--- config.mk ---
export PLATFORM = sky130hd
export DESIGN_NAME = uart_reg_ctrl_flat
export DESIGN_NICKNAME = d
export VERILOG_FILES = /design/src/rtl/uart_reg_ctrl_pkg.sv /design/src/rtl/uart_reg_ctrl_if.sv /design/src/rtl/uart_byte_timeout.sv /design/src/rtl/uart_reg_ctrl.sv /design/src/flat_wrapper.sv
export SDC_FILE = /design/constraint.sdc
export NUM_CORES = 1
export LEC_CHECK = 0
export ABC_AREA = 1
export BUFFER_PORTS_ARGS = -buffer_cell sky130_fd_sc_hd__buf_2
export CAP_MARGIN = 20
export CORE_ASPECT_RATIO = 1.2
export CORE_MARGIN = 1
export CORE_UTILIZATION = 50
export CTS_CLUSTER_DIAMETER = 40
export CTS_CLUSTER_SIZE = 16
export DETAILED_ROUTE_END_ITERATION = 6
export GPL_TIMING_DRIVEN = 1
export HOLD_SLACK_MARGIN = 0.12
export PLACE_DENSITY = 0.77
export SYNTH_ARGS = -nofsm -noshare
export SYNTH_HDL_FRONTEND = slang
export SYNTH_HIERARCHICAL = 1
export SYNTH_SLANG_ARGS = --single-unit
--- constraint.sdc ---
create_clock -name clk -period 5 [get_ports clk]
set_input_delay 0.75 -clock clk [delete_from_list [all_inputs] [get_ports clk]]
set_output_delay 0.75 -clock clk [all_outputs]
set_load 0.02 [all_outputs]
--- src/rtl/uart_reg_ctrl_pkg.sv ---
`default_nettype none
// ============================================================================
//  Module  : uart_reg_ctrl_pkg
//  Brief   : Command/reply byte codes and FSM state encoding shared by the
//            UART register-access command sequencer.
//  Rev     : 1.0  initial release
// ============================================================================
package uart_reg_ctrl_pkg;

   // Command bytes accepted as the first byte of a command
   localparam logic [7:0] CMD_W   = 8'h57;  // 'W'
   localparam logic [7:0] CMD_R   = 8'h52;  // 'R'

   // Reply bytes
   localparam logic [7:0] RSP_OK  = 8'h4B;  // 'K'
   localparam logic [7:0] RSP_ERR = 8'h3F;  // '?'

   typedef enum logic [3:0] {
      ST_IDLE     = 4'd0,
      ST_GET_ADDR = 4'd1,
      ST_GET_DATA = 4'd2,
      ST_WR_ISSUE = 4'd3,
      ST_RD_ISSUE = 4'd4,
      ST_RD_CAPT  = 4'd5,
      ST_SEND     = 4'd6,
      ST_TX_START = 4'd7,
      ST_TX_DONE  = 4'd8
   } state_t;

   // True for the two command bytes that start a valid command
   function automatic logic is_cmd(input logic [7:0] b);
      return (b == CMD_W) || (b == CMD_R);
   endfunction

endpackage
`default_nettype wire

--- src/rtl/uart_reg_ctrl_if.sv ---
`default_nettype none
// ============================================================================
//  Module  : uart_reg_ctrl_if
//  Brief   : UART byte stream plus single-cycle register bus seen by the
//            command sequencer. master = sequencer, slave = UART/regfile side.
//  Rev     : 1.0  initial release
// ============================================================================
interface uart_reg_ctrl_if #(
   parameter int ADDR_W = 8
);
   logic [7:0]        data_rx;
   logic              recieved;
   logic              busy_tx;
   logic              transmit;
   logic [7:0]        data_tx;
   logic [ADDR_W-1:0] reg_addr;
   logic [7:0]        reg_wdata;
   logic              reg_we;
   logic              reg_re;
   logic [7:0]        reg_rdata;

   modport master (
      input  data_rx, recieved, busy_tx, reg_rdata,
      output transmit, data_tx, reg_addr, reg_wdata, reg_we, reg_re
   );

   modport slave (
      output data_rx, recieved, busy_tx, reg_rdata,
      input  transmit, data_tx, reg_addr, reg_wdata, reg_we, reg_re
   );
endinterface
`default_nettype wire

--- src/rtl/uart_byte_timeout.sv ---
`default_nettype none
// ============================================================================
//  Module  : uart_byte_timeout
//  Brief   : Inter-byte timeout. Down-counter reloaded on every received byte;
//            expire is raised while active once TIMEOUT-1 idle clocks elapsed.
//  Rev     : 1.0  initial release
// ============================================================================
module uart_byte_timeout #(
   parameter int TIMEOUT = 5000000
) (
   input  logic clk,
   input  logic nRst,
   input  logic clear,    // byte received: restart the interval
   input  logic active,   // sequencer is waiting for a command byte
   output logic expire
);
   localparam int CNT_W = (TIMEOUT > 2) ? $clog2(TIMEOUT) : 1;
   localparam logic [CNT_W-1:0] LOAD = CNT_W'(TIMEOUT - 1);

   logic [CNT_W-1:0] count;

   // Reload on a byte, otherwise count down and park at zero
   always_ff @(posedge clk) begin
      if (!nRst)
         count <= '0;
      else if (clear)
         count <= LOAD;
      else if (count != '0)
         count <= count - 1'b1;
   end

   // A byte arriving on the expiry cycle wins over the timeout
   assign expire = active && !clear && (count == '0);

endmodule
`default_nettype wire

--- src/rtl/uart_reg_ctrl.sv ---
`default_nettype none
// ============================================================================
//  Module  : uart_reg_ctrl
//  Brief   : Parses 'W' addr data / 'R' addr byte commands from the UART,
//            issues single-cycle register accesses and sends a one-byte reply.
//  Rev     : 1.0  initial release
// ============================================================================
module uart_reg_ctrl
   import uart_reg_ctrl_pkg::*;
#(
   parameter int ADDR_W  = 8,
   parameter int TIMEOUT = 5000000
) (
   input  logic            clk,
   input  logic            nRst,
   uart_reg_ctrl_if.master bus,
   output logic            err
);
   state_t state, state_nxt;
   logic   is_wr;       // command in progress is a write
   logic   tmo_active;
   logic   tmo_expire;
   logic   drop;        // byte arrived while not parsing

   uart_byte_timeout #(.TIMEOUT(TIMEOUT)) u_timeout (
      .clk    (clk),
      .nRst   (nRst),
      .clear  (bus.recieved),
      .active (tmo_active),
      .expire (tmo_expire)
   );

   // State register
   always_ff @(posedge clk) begin
      if (!nRst)
         state <= ST_IDLE;
      else
         state <= state_nxt;
   end

   // Next-state decode and single-cycle strobes; strobes are masked in reset
   always_comb begin
      state_nxt    = state;
      bus.reg_we   = 1'b0;
      bus.reg_re   = 1'b0;
      bus.transmit = 1'b0;
      tmo_active   = (state == ST_GET_ADDR) || (state == ST_GET_DATA);
      drop         = bus.recieved && (state != ST_IDLE) && !tmo_active;
      case (state)
         ST_IDLE:
            if (bus.recieved)
               state_nxt = is_cmd(bus.data_rx) ? ST_GET_ADDR : ST_SEND;
         ST_GET_ADDR:
            if (bus.recieved)
               state_nxt = is_wr ? ST_GET_DATA : ST_RD_ISSUE;
            else if (tmo_expire)
               state_nxt = ST_IDLE;
         ST_GET_DATA:
            if (bus.recieved)
               state_nxt = ST_WR_ISSUE;
            else if (tmo_expire)
               state_nxt = ST_IDLE;
         ST_WR_ISSUE: begin
            bus.reg_we = nRst;
            state_nxt  = ST_SEND;
         end
         ST_RD_ISSUE: begin
            bus.reg_re = nRst;
            state_nxt  = ST_RD_CAPT;
         end
         ST_RD_CAPT:
            state_nxt = ST_SEND;
         ST_SEND:
            if (!bus.busy_tx) begin
               bus.transmit = nRst;
               state_nxt    = ST_TX_START;
            end
         ST_TX_START:
            if (bus.busy_tx)
               state_nxt = ST_TX_DONE;
         ST_TX_DONE:
            if (!bus.busy_tx)
               state_nxt = ST_IDLE;
         default:
            state_nxt = ST_IDLE;
      endcase
   end

   // Command datapath: latch address/data/reply and the sticky error flag
   always_ff @(posedge clk) begin
      if (!nRst) begin
         is_wr         <= 1'b0;
         bus.data_tx   <= '0;
         bus.reg_addr  <= '0;
         bus.reg_wdata <= '0;
         err           <= 1'b0;
      end else begin
         case (state)
            ST_IDLE:
               if (bus.recieved) begin
                  is_wr <= (bus.data_rx == CMD_W);
                  if (!is_cmd(bus.data_rx)) begin
                     bus.data_tx <= RSP_ERR;
                     err         <= 1'b1;
                  end
               end
            ST_GET_ADDR:
               if (bus.recieved)
                  bus.reg_addr <= bus.data_rx[ADDR_W-1:0];
               else if (tmo_expire)
                  err <= 1'b1;
            ST_GET_DATA:
               if (bus.recieved)
                  bus.reg_wdata <= bus.data_rx;
               else if (tmo_expire)
                  err <= 1'b1;
            ST_WR_ISSUE: bus.data_tx <= RSP_OK;
            ST_RD_CAPT:  bus.data_tx <= bus.reg_rdata;
            default: ;
         endcase
         if (drop)
            err <= 1'b1;
      end
   end

endmodule
`default_nettype wire

--- src/flat_wrapper.sv ---
// flat-port wrapper written by rule: the top's interface ports become plain ports
module uart_reg_ctrl_flat import uart_reg_ctrl_pkg::*;
#(
   parameter int ADDR_W  = 8,
   parameter int TIMEOUT = 5000000
)
  (clk, nRst, err, bus_data_rx, bus_recieved, bus_busy_tx, bus_reg_rdata, bus_transmit, bus_data_tx, bus_reg_addr, bus_reg_wdata, bus_reg_we, bus_reg_re);
  uart_reg_ctrl_if #(.ADDR_W(ADDR_W)) bus_i ();
  input  logic clk;
  input  logic nRst;
  output logic err;
  input wire logic [$bits(bus_i.data_rx)-1:0] bus_data_rx;
  input wire logic [$bits(bus_i.recieved)-1:0] bus_recieved;
  input wire logic [$bits(bus_i.busy_tx)-1:0] bus_busy_tx;
  input wire logic [$bits(bus_i.reg_rdata)-1:0] bus_reg_rdata;
  output wire logic [$bits(bus_i.transmit)-1:0] bus_transmit;
  output wire logic [$bits(bus_i.data_tx)-1:0] bus_data_tx;
  output wire logic [$bits(bus_i.reg_addr)-1:0] bus_reg_addr;
  output wire logic [$bits(bus_i.reg_wdata)-1:0] bus_reg_wdata;
  output wire logic [$bits(bus_i.reg_we)-1:0] bus_reg_we;
  output wire logic [$bits(bus_i.reg_re)-1:0] bus_reg_re;
  assign bus_i.data_rx = bus_data_rx;
  assign bus_i.recieved = bus_recieved;
  assign bus_i.busy_tx = bus_busy_tx;
  assign bus_i.reg_rdata = bus_reg_rdata;
  assign bus_transmit = bus_i.transmit;
  assign bus_data_tx = bus_i.data_tx;
  assign bus_reg_addr = bus_i.reg_addr;
  assign bus_reg_wdata = bus_i.reg_wdata;
  assign bus_reg_we = bus_i.reg_we;
  assign bus_reg_re = bus_i.reg_re;
  uart_reg_ctrl #(.ADDR_W(ADDR_W), .TIMEOUT(TIMEOUT)) u_core (.clk(clk), .nRst(nRst), .bus(bus_i), .err(err));
endmodule
; ---- Word-level counts from Yosys, hierarchy flattened
; Cells that the tools add are included.
[word_totals]
register_bits = 53
[classes]
n_eq_ne = 19
mux = 25
bitwise = 1
n_addsub = 1
reduce_logical = 24
[ops]
columns = cell, n
row1 = two-way mux 23 bit, 2
row2 = case mux 4 bit (8 select lines), 1
row3 = two-way mux 4 bit, 7
row4 = case mux 8 bit (3 select lines), 1
row5 = zero test 23 bit, 1
row6 = nonzero test 23 bit, 1
row7 = subtractor 23 x 1 -> 23 bit (second input constant), 1
row8 = == test 4 x 3 -> 1 bit (second input constant), 4
row9 = == test 8 x 7 -> 1 bit (second input constant), 2
row10 = two-way mux 8 bit, 2
row11 = inequality test 2 bit (second input constant), 5
row12 = two-way mux 1 bit, 9
row13 = inequality test 3 x 2 -> 1 bit (second input constant), 3
row14 = == test 4 x 2 -> 1 bit (second input constant), 2
row15 = two-way mux 3 bit, 2
row16 = AND reduction 2 bit, 3
row17 = nonzero test 3 bit, 2
row18 = OR reduction 2 bit, 3
row19 = AND reduction 5 bit, 1
row20 = == test 4 x 1 -> 1 bit (second input constant), 1
row21 = == test 4 bit (second input constant), 1
row22 = logical AND 1 bit, 4
row23 = zero test 4 bit, 1
row24 = AND reduction 4 bit, 1
row25 = other kinds (8), 10

; ---- Logic depth before layout (Yosys ltp)
; Gate-level depths: netlist of run 1.
[logic_depth]
ltp_word = 8
depth_mapped = 13
depth_no_buf = 13

; ---- Hierarchy
; Netlist of run 1, hierarchy kept.
[modules_own_cells]
columns = mod, area_each_um2, seq_area_each_um2, cells_each, n_inst
row1 = uart_byte_timeout, 1501.4, 460.4, 214, 1
row2 = uart_reg_ctrl, 1412.6, 600.6, 211, 1

; ---- Worst setup path before layout of run 1
; OpenSTA, ideal clock, no wires.
[synth_path]
path_type = input port to output port
from = input port nRst
to = output port bus_transmit
slack_ps = 2589
n_path_buf = 0
arrival_time_ps = 1661
required_ps = 4250
cell_stages = 2
cell_sequence = clkinv_1 nor4_1
[synth_via]
elab_chain_cells = 2
[synth_rtl]
columns = element, line_no
row1 = from (decl), flat_wrapper.sv:10  ; input logic nRst;
row2 = two-way mux 1 bit, uart_reg_ctrl.sv:74  ; if (!bus.busy_tx) begin
row3 = two-way mux 1 bit, uart_reg_ctrl.sv:49  ; case (state)
row4 = to (decl), flat_wrapper.sv:16  ; output wire logic [$bits(bus_i.transmit)-1:0] bus_transmit;
; No other way between the ends.

; ---- Worst setup path in the final report of run 1
; Ends and elaborated chain as after synthesis.

==> results list, run 1 <==
* Run status: finished, final reports clean
- VDD IR max: about 0.24 mV
* Pre-CTS worst setup slack: approximately 2.2 ns
- The die is around 86 µm tall.
- CTS built an H-tree with a depth of 2.
* Netlist area before placement: 2914 µm²
- In this run the worst path has a maximum fanout of 19.
* Final period demand of the worst path: 2.828 ns
* Number of nets in the synthesized netlist: 447
- Per-cell via count in the routed design: 5.099
- P_int: 798.1 µW
* Maximum root-to-sink buffer count: 2
- For this design the static power due to leakage is 0.001587 µW.
- Global placer's final weighted congestion: 0.9159
* Switching power as a share of total power: approximately 39%
* Count of fill cells added during filler insertion: 550
- The worst setup path is launched from an input port.
- Data arrives at the worst endpoint at 2.08 ns.
- Setup violations remaining at the end of the flow were counted as 0.
- Most frequent cells in the layout: sky130_fd_sc_hd__nand2_1, sky130_fd_sc_hd__nor2_1, sky130_fd_sc_hd__dfxtp_1, sky130_fd_sc_hd__buf_2, sky130_fd_sc_hd__inv_1
- The completed layout was analyzed and its total power is 1312 µW.
- Summed over all nets, the half-perimeter wirelength after detailed placement is roughly 4.8 mm.
- Clock Pin Slew Worst Setup and Hold Paths: roughly 0.090 ns
- Setup slack after layout: 2.172 ns
* Global-route wire length before repair: 10.76 mm
- The post-route netlist has 23.09% of its cells at a drive strength greater than 1.
- Quantity of hold-fixing buffers added after cts: 0
* Class of the worst hold path: flop to flop
- Setup repair after global routing missed its margin: false
* Share of power burned in the clock network: between 20% and 30%
* Post-layout nets: 493
* Post-Synthesis Mean Instance Area: 6.857 µm²
- Die outline area: slightly above 6000 µm²
- The first routing iteration left 120 violations.
* Total area of multi-input combinational cells: around 1600 µm²
- The Yosys step of the flow raised 6 warnings.
- Power spread over the standard cell area amounts to 397.6 nW/µm².
- Crit-path max cell delay: just under 0.5 ns
- CORE AREA: ~5600 µm²
* Count of endpoints failing hold in the final timing report: 0
- Static timing analysis puts the maximum clock frequency at approximately 350 MHz.
- Synthesized flop and latch total: 53
- Buffers placed on the I/O ports in this run total 47.
* Remaining global-route overflow: 0
- Number of buffers created by CTS: 5
* Number of rows created at floorplan: 30
- Number of primary I/O pins: 48
- Measured in cells, the most critical reg-to-reg path has a length of 12.
* TritonCTS clock tree: built
* Worst Setup End Kind: primary output
* Number of global-route vias before repair: 2574
- Synthesis instantiated 33 different standard cells from the library.
- Pin count of the biggest net entering global routing: 22
- Horizontal extent of the die: 71.69 µm
* Cell count after synthesis: 425
- Area occupied by registers: 1061 µm²
- Postcts setup bufs: 0
- The critical path goes through buf_2 -> clkinv_1 -> nor4_1 -> buf_2.
- The root buffer cell chosen for the clock tree is sky130_fd_sc_hd__clkbuf_8.
- Final wirelength: 6.272 mm
- In this design, the critical path's most frequently occurring cell is sky130_fd_sc_hd__buf_2.
* Psw: 513.6 µW
* Type of the worst setup path: input port to primary output
* Post-detailed-route count of antenna-violating nets: 0
- Leaving out fill and tap cells, the most frequent cell in the layout is sky130_fd_sc_hd__nand2_1.
- For this configuration, the core starts out at a cell density of 51.76%.
- Final clock skew: 0.01009 ns
- The repair_antennas step left the layout with diodes totalling 0.
- Aggregate global-route resource usage: 21.63%
- Slew at the pin closest to its max-slew limit: 0.5024 ns
* Clock latency on the worst-skew pair: slightly above 0.3 ns
- The setup check on the worst reg-to-reg path leaves a slack of 3.10 ns.
* Area overhead of the layout relative to synthesis: 13.22%
- Cells fill 58.60% of the core in the end.
- Number of antenna violations at the first check in global routing: 0
- Residual DRC count: 0
* Sequential fraction of the synthesis area: 36.41%
* Hold depth: 2
* Required time of the worst setup path: between 4 and 5 ns
* Share of total power in combinational logic: between 30% and 40%
* Final worst path period share: roughly 57%
- CTS saw 53 sinks.
* Sum Neg Setup Slack: 0 ns
- Per-cell routed wire length: between 10 and 15 µm
- Total vias in the final route: 2733
- Gates resized during post-CTS repair numbered 0.
- For this design, the slowest cell found on the critical path is sky130_fd_sc_hd__clkinv_1.
- In this run the tightest slew margin relative to its limit is 66.30%.
- Before antenna repair, the detailed router went through 4 iterations.
* Number of max-cap violations: 0
- Sequential cells account for between 40% and 50% of the total power.
- The max-slew violation count is 0.
-- cells by family (layout without fill, tap and decap cells) --
kind of cell	after synthesis	after routing	synth area share [%]
adder cells (fa/ha/maj)	2	2	0.8586
XOR/XNOR	7	7	2.104
flip-flops	53	53	36.41
AO/OA/AOI/OAI	57	57	9.962
AND/OR/NAND/NOR	247	247	42.47
buffers and inverters	59	106	8.201
-- final timing paths --
check,startpoint,end
worst max-delay path,nRst,bus_transmit
worst min-delay path,u_core/bus.data_tx[1],u_core/bus.data_tx[1]
worst max register to register,u_core/u_timeout/count[0],u_core/err
worst min register to register,u_core/bus.data_tx[1],u_core/bus.data_tx[1]
-- registers in the layout (all words and copies together), names as in the netlist --
register	cells
u_core/bus.reg_wdata	8
u_core/err	1
u_core/state	4
u_core/is_wr	1
u_core/bus.reg_addr	8
u_core/u_timeout/count	23
u_core/bus.data_tx	8
-- power groups by stage --
stage | clock (µW) | combinational, µW | sequential (µW)
after floorplan | 0 | 297 | 599
after global placement | 0 | 462 | 546
after detailed placement | 0 | 471 | 546
after CTS | 312 | 472 | 537
after global routing | 330 | 527 | 547
final | 303 | 471 | 537
-- synth_stat cells (all sizes together) --
cell type | n | area share, %
nand3 | 47 | 10
clkbuf | 5 | 0.64
nor3 | 3 | 0.52
dfxtp | 53 | 36
or2 | 3 | 0.64
xnor2 | 6 | 1.8
xor2 | 1 | 0.30
o21ai | 16 | 2.7
ha | 2 | 0.86
buf | 3 | 0.94
nor4 | 1 | 0.21
and3 | 1 | 0.21
nand4 | 6 | 1.3
inv | 49 | 6.3
nor3b | 1 | 0.26
nand2 | 104 | 15
o21bai | 1 | 0.26
clkinv | 2 | 0.30
nand3b | 1 | 0.26
nor2 | 80 | 15
a21oi | 39 | 6.7
a21o | 1 | 0.26
-- critical path, delay by kind of cell --
kind | cells | cell delay [ns]
buffers and inverters | 3 | 0.95
and+or+nand+nor | 1 | 0.38
-- area by class of cell --
type / count / share of cell area (%)
multi-input combinational: 313 / 48.92
sequential: 53 / 32.16
timing repair buffer: 47 / 7.129
inverter: 51 / 5.840
tap: 64 / 2.427
clock buffer: 5 / 2.086
clock inverter: 3 / 1.441
-- per-layer routing --
layer / vias up / track usage (%) / share of wire (%)
li1: 1449 / - / -
met1: 1223 / 25.37 / 44
met2: 55 / 39.54 / 52
met3: 6 / 3.760 / 3.5
met4: 0 / 6.952 / 1.1
met5: - / 0 / 0
-- through the flow --
| step | instance area, µm² | cells | hold slack [ns] |
|---|---|---|---|
| finish | 3299 | 536 | 0.4475 |
| global placement | 3183 | 528 | 0.4295 |
| floorplan | 2914 | 425 | 0.4461 |
| global route | 3299 | 536 | 0.4701 |
| detailed placement | 3183 | 528 | 0.4354 |
| CTS | 3299 | 536 | 0.4520 |
No activity file was read; power rests on OpenSTA's default activity.
==> inputs of run 2 (changes only) <==
Clock period 5 ns to 2.7 ns, I/O delays scaled along.
==> results list, run 2 (synthesis gave the netlist of run 1 again) <==
* Run status: finished, final reports clean
- STA classifies the critical path endpoint as a flop.
- Static timing analysis puts the maximum clock frequency at about 530 MHz.
- Horizontal extent of the die: 71.69 µm (unchanged)
* Global-route wire length before repair: 11.28 mm (+4.8%)
- The site row count was 30 (unchanged).
* Sum Neg Setup Slack: 0 ns (unchanged)
- Number of buffers created by CTS: 5 (unchanged)
- Most frequent standard cell in the layout excluding fill and tap cells: sky130_fd_sc_hd__nand2_1
* VDD IR max: 0.5052 mV (+110%)
* Area overhead of the layout relative to synthesis: 13.10%
* Number of antenna violations at the first check in global routing: 0 (unchanged)
- Remaining global-route overflow: 0 (unchanged)
- Biggest fanout along the worst timing path: 5 (-14)
* Die H: 85.63 µm (unchanged)
* Clock sink total: 53 (unchanged)
* Quantity of hold-fixing buffers added after cts: 0 (unchanged)
- Post-layout nets: 495 (+0.41%)
- Type of the worst setup path: flop to flop
- Util after Layout: 58.53% (-0.067 points)
* First-pass iteration count of the detailed router: 4 (unchanged)
- CTS root buf: sky130_fd_sc_hd__clkbuf_8
* Final setup violation count: 0 (unchanged)
* IO Port Bufs: 47 (unchanged)
- Per-cell routed wire length: 11.76 µm (+0.50%)
* Startpoint class of the critical path: flop
* Final wirelength: 6.327 mm (+0.88%)
- The count of placed standard cells in the final layout, fillers left out was 538 (+0.37%).
- Count of fill cells added during filler insertion: 533 (-3.1%)
- Total power density per cell area: 714.9 nW/µm² (+80%)
- Per-cell via count in the routed design: 5.130 (+0.61%)
* Fraction of layout cells with a size suffix above 1: 23.42% (+0.32 points)
- Maximum root-to-sink buffer count: 2 (unchanged)
* Max Slew Vio Count: 0 (unchanged)
- Clock latency on the worst-skew pair: 0.32 ns (about the same)
- The max-cap violation count came to 0 (unchanged).
- The worst hold path belongs to the class input port to flop.
- Total instance count after detailed placement: 530 (+0.38%)
* Required time of the worst setup path: 2.91 ns (-1.34 ns)
- Final clock skew: 0.01696 ns (+0.006874 ns)
- The leakage power figure is 0.001589 µW (about the same).
* Setup repair after global routing missed its margin: false
- Final worst path period share: 69.69%
- Critical path arrival: 2.10 ns (+0.02 ns)
- Aggregate global-route resource usage: 22.50% (+0.86 points)
- Pre-CTS worst setup slack: 0.8164 ns (-1.351 ns)
- Postcts setup bufs: 0 (unchanged)
- Global placer's final weighted congestion: 0.9156 (about the same)
* Post-detailed-route count of antenna-violating nets: 0 (unchanged)
- The maximum level of the CTS H-tree came to 2 (unchanged).
- The via count of the first global-routing pass came to 2641 (+2.6%).
- The number of vias after detailed routing came to 2760 (+0.99%).
- Most frequent cells in the layout: sky130_fd_sc_hd__nand2_1, sky130_fd_sc_hd__nor2_1, sky130_fd_sc_hd__dfxtp_1, sky130_fd_sc_hd__buf_2, sky130_fd_sc_hd__inv_1
- The pin slew with the least headroom to its limit was 0.4227 ns (-0.07970 ns).
- The starting density of the core was 51.76% (unchanged).
* Pin count of the biggest net entering global routing: 22 (unchanged)
- The number of flip-flops under the largest register name came to 23 (unchanged).
- Number of resized instances in the post-cts repair step: 0 (unchanged)
- R2R depth: 13 (+1)
* Count of endpoints failing hold in the final timing report: 0 (unchanged)
- The area inside the core boundary came to 5630 µm² (unchanged).
- Hpwl dp: 4.966 mm (+2.5%)
* Antenna cell count: 0 (unchanged)
* TritonCTS clock tree: built
- The total DRC errors in the routed layout was 0 (unchanged).
* Worst rel slew slack: 71.79% (+5.5 points)
- Ranked by flip-flop count, first place goes to u_core/u_timeout/count.
* Number of primary I/O pins: 48 (unchanged)
- Clock Pin Slew Worst Setup and Hold Paths: 0.10 ns (about the same)
- Final period demand of the worst path: 1.882 ns
* Hold depth: 3 (+1)
- The setup slack of the critical path after layout came to 0.8183 ns (-1.353 ns).
* Die outline area: 6139 µm² (unchanged)
- The first-iteration detailed-routing DRC count is 129 (+7.5%).
## run 2: final cells by class
type | count | area, µm² | area share [%]
multi-input combinational | 313 | 1614 | 48.98
clock inverter | 3 | 28.78 | 0.8732
sequential | 53 | 1061 | 32.19
inverter | 51 | 192.7 | 5.847
clock buffer | 5 | 68.82 | 2.088
tap | 64 | 80.08 | 2.430
timing repair buffer | 49 | 250.2 | 7.593
## run 2: power breakdown
group | total [µW] | switching [µW] | internal, µW
Sequential | 995 | 89.4 | 905
Clock | 489 | 292 | 196
Combinational | 873 | 581 | 291
Total | 2360 | 963 | 1390
## run 2: per-layer routing
layer  vias to the layer above  share of wire [%]  track usage [%]
met5                         -                  0                0
met4                         0                1.4            9.447
met3                         7                3.5            3.290
met2                        57                 52            40.65
met1                      1245                 43            26.24
li1                       1451                  -                -
## run 2: path summary, 6_finish.rpt
path                              from                     to  slack [ns]
max          u_core/u_timeout/count[0]        u_core/state[0]        0.82
min                   bus_reg_rdata[7]  u_core/bus.data_tx[7]        0.34
max reg2reg  u_core/u_timeout/count[0]        u_core/state[0]        0.82
min reg2reg      u_core/bus.data_tx[2]  u_core/bus.data_tx[2]        0.45
## run 2: worst max-delay path, cell delays in order, from the launching register on
cell and delay [ns]:
sky130_fd_sc_hd__dfxtp_1 0.32, sky130_fd_sc_hd__inv_1 0.14, sky130_fd_sc_hd__ha_1 0.21, sky130_fd_sc_hd__nand2_1 0.08, sky130_fd_sc_hd__nor3_1 0.20, sky130_fd_sc_hd__nand3_1 0.15, sky130_fd_sc_hd__nor3b_1 0.20, sky130_fd_sc_hd__inv_1 0.07
sky130_fd_sc_hd__nand3_1 0.07, sky130_fd_sc_hd__o21ai_0 0.08, sky130_fd_sc_hd__nor2_1 0.09, sky130_fd_sc_hd__nand2_1 0.05, sky130_fd_sc_hd__nand2_1 0.05, sky130_fd_sc_hd__a21oi_1 0.05
## run 2: stage by stage
step / area [µm²] / total power, µW / hold WS (ns)
6_report: 3296 / 2356 / 0.3375
3_3_place_gp: 3198 / 1864 / 0.4297
5_1_grt: 3296 / 2524 / 0.3300
4_1_cts: 3296 / 2372 / 0.3287
3_5_place_dp: 3198 / 1882 / 0.4345
2_1_floorplan: 2914 / 1660 / 0.4461
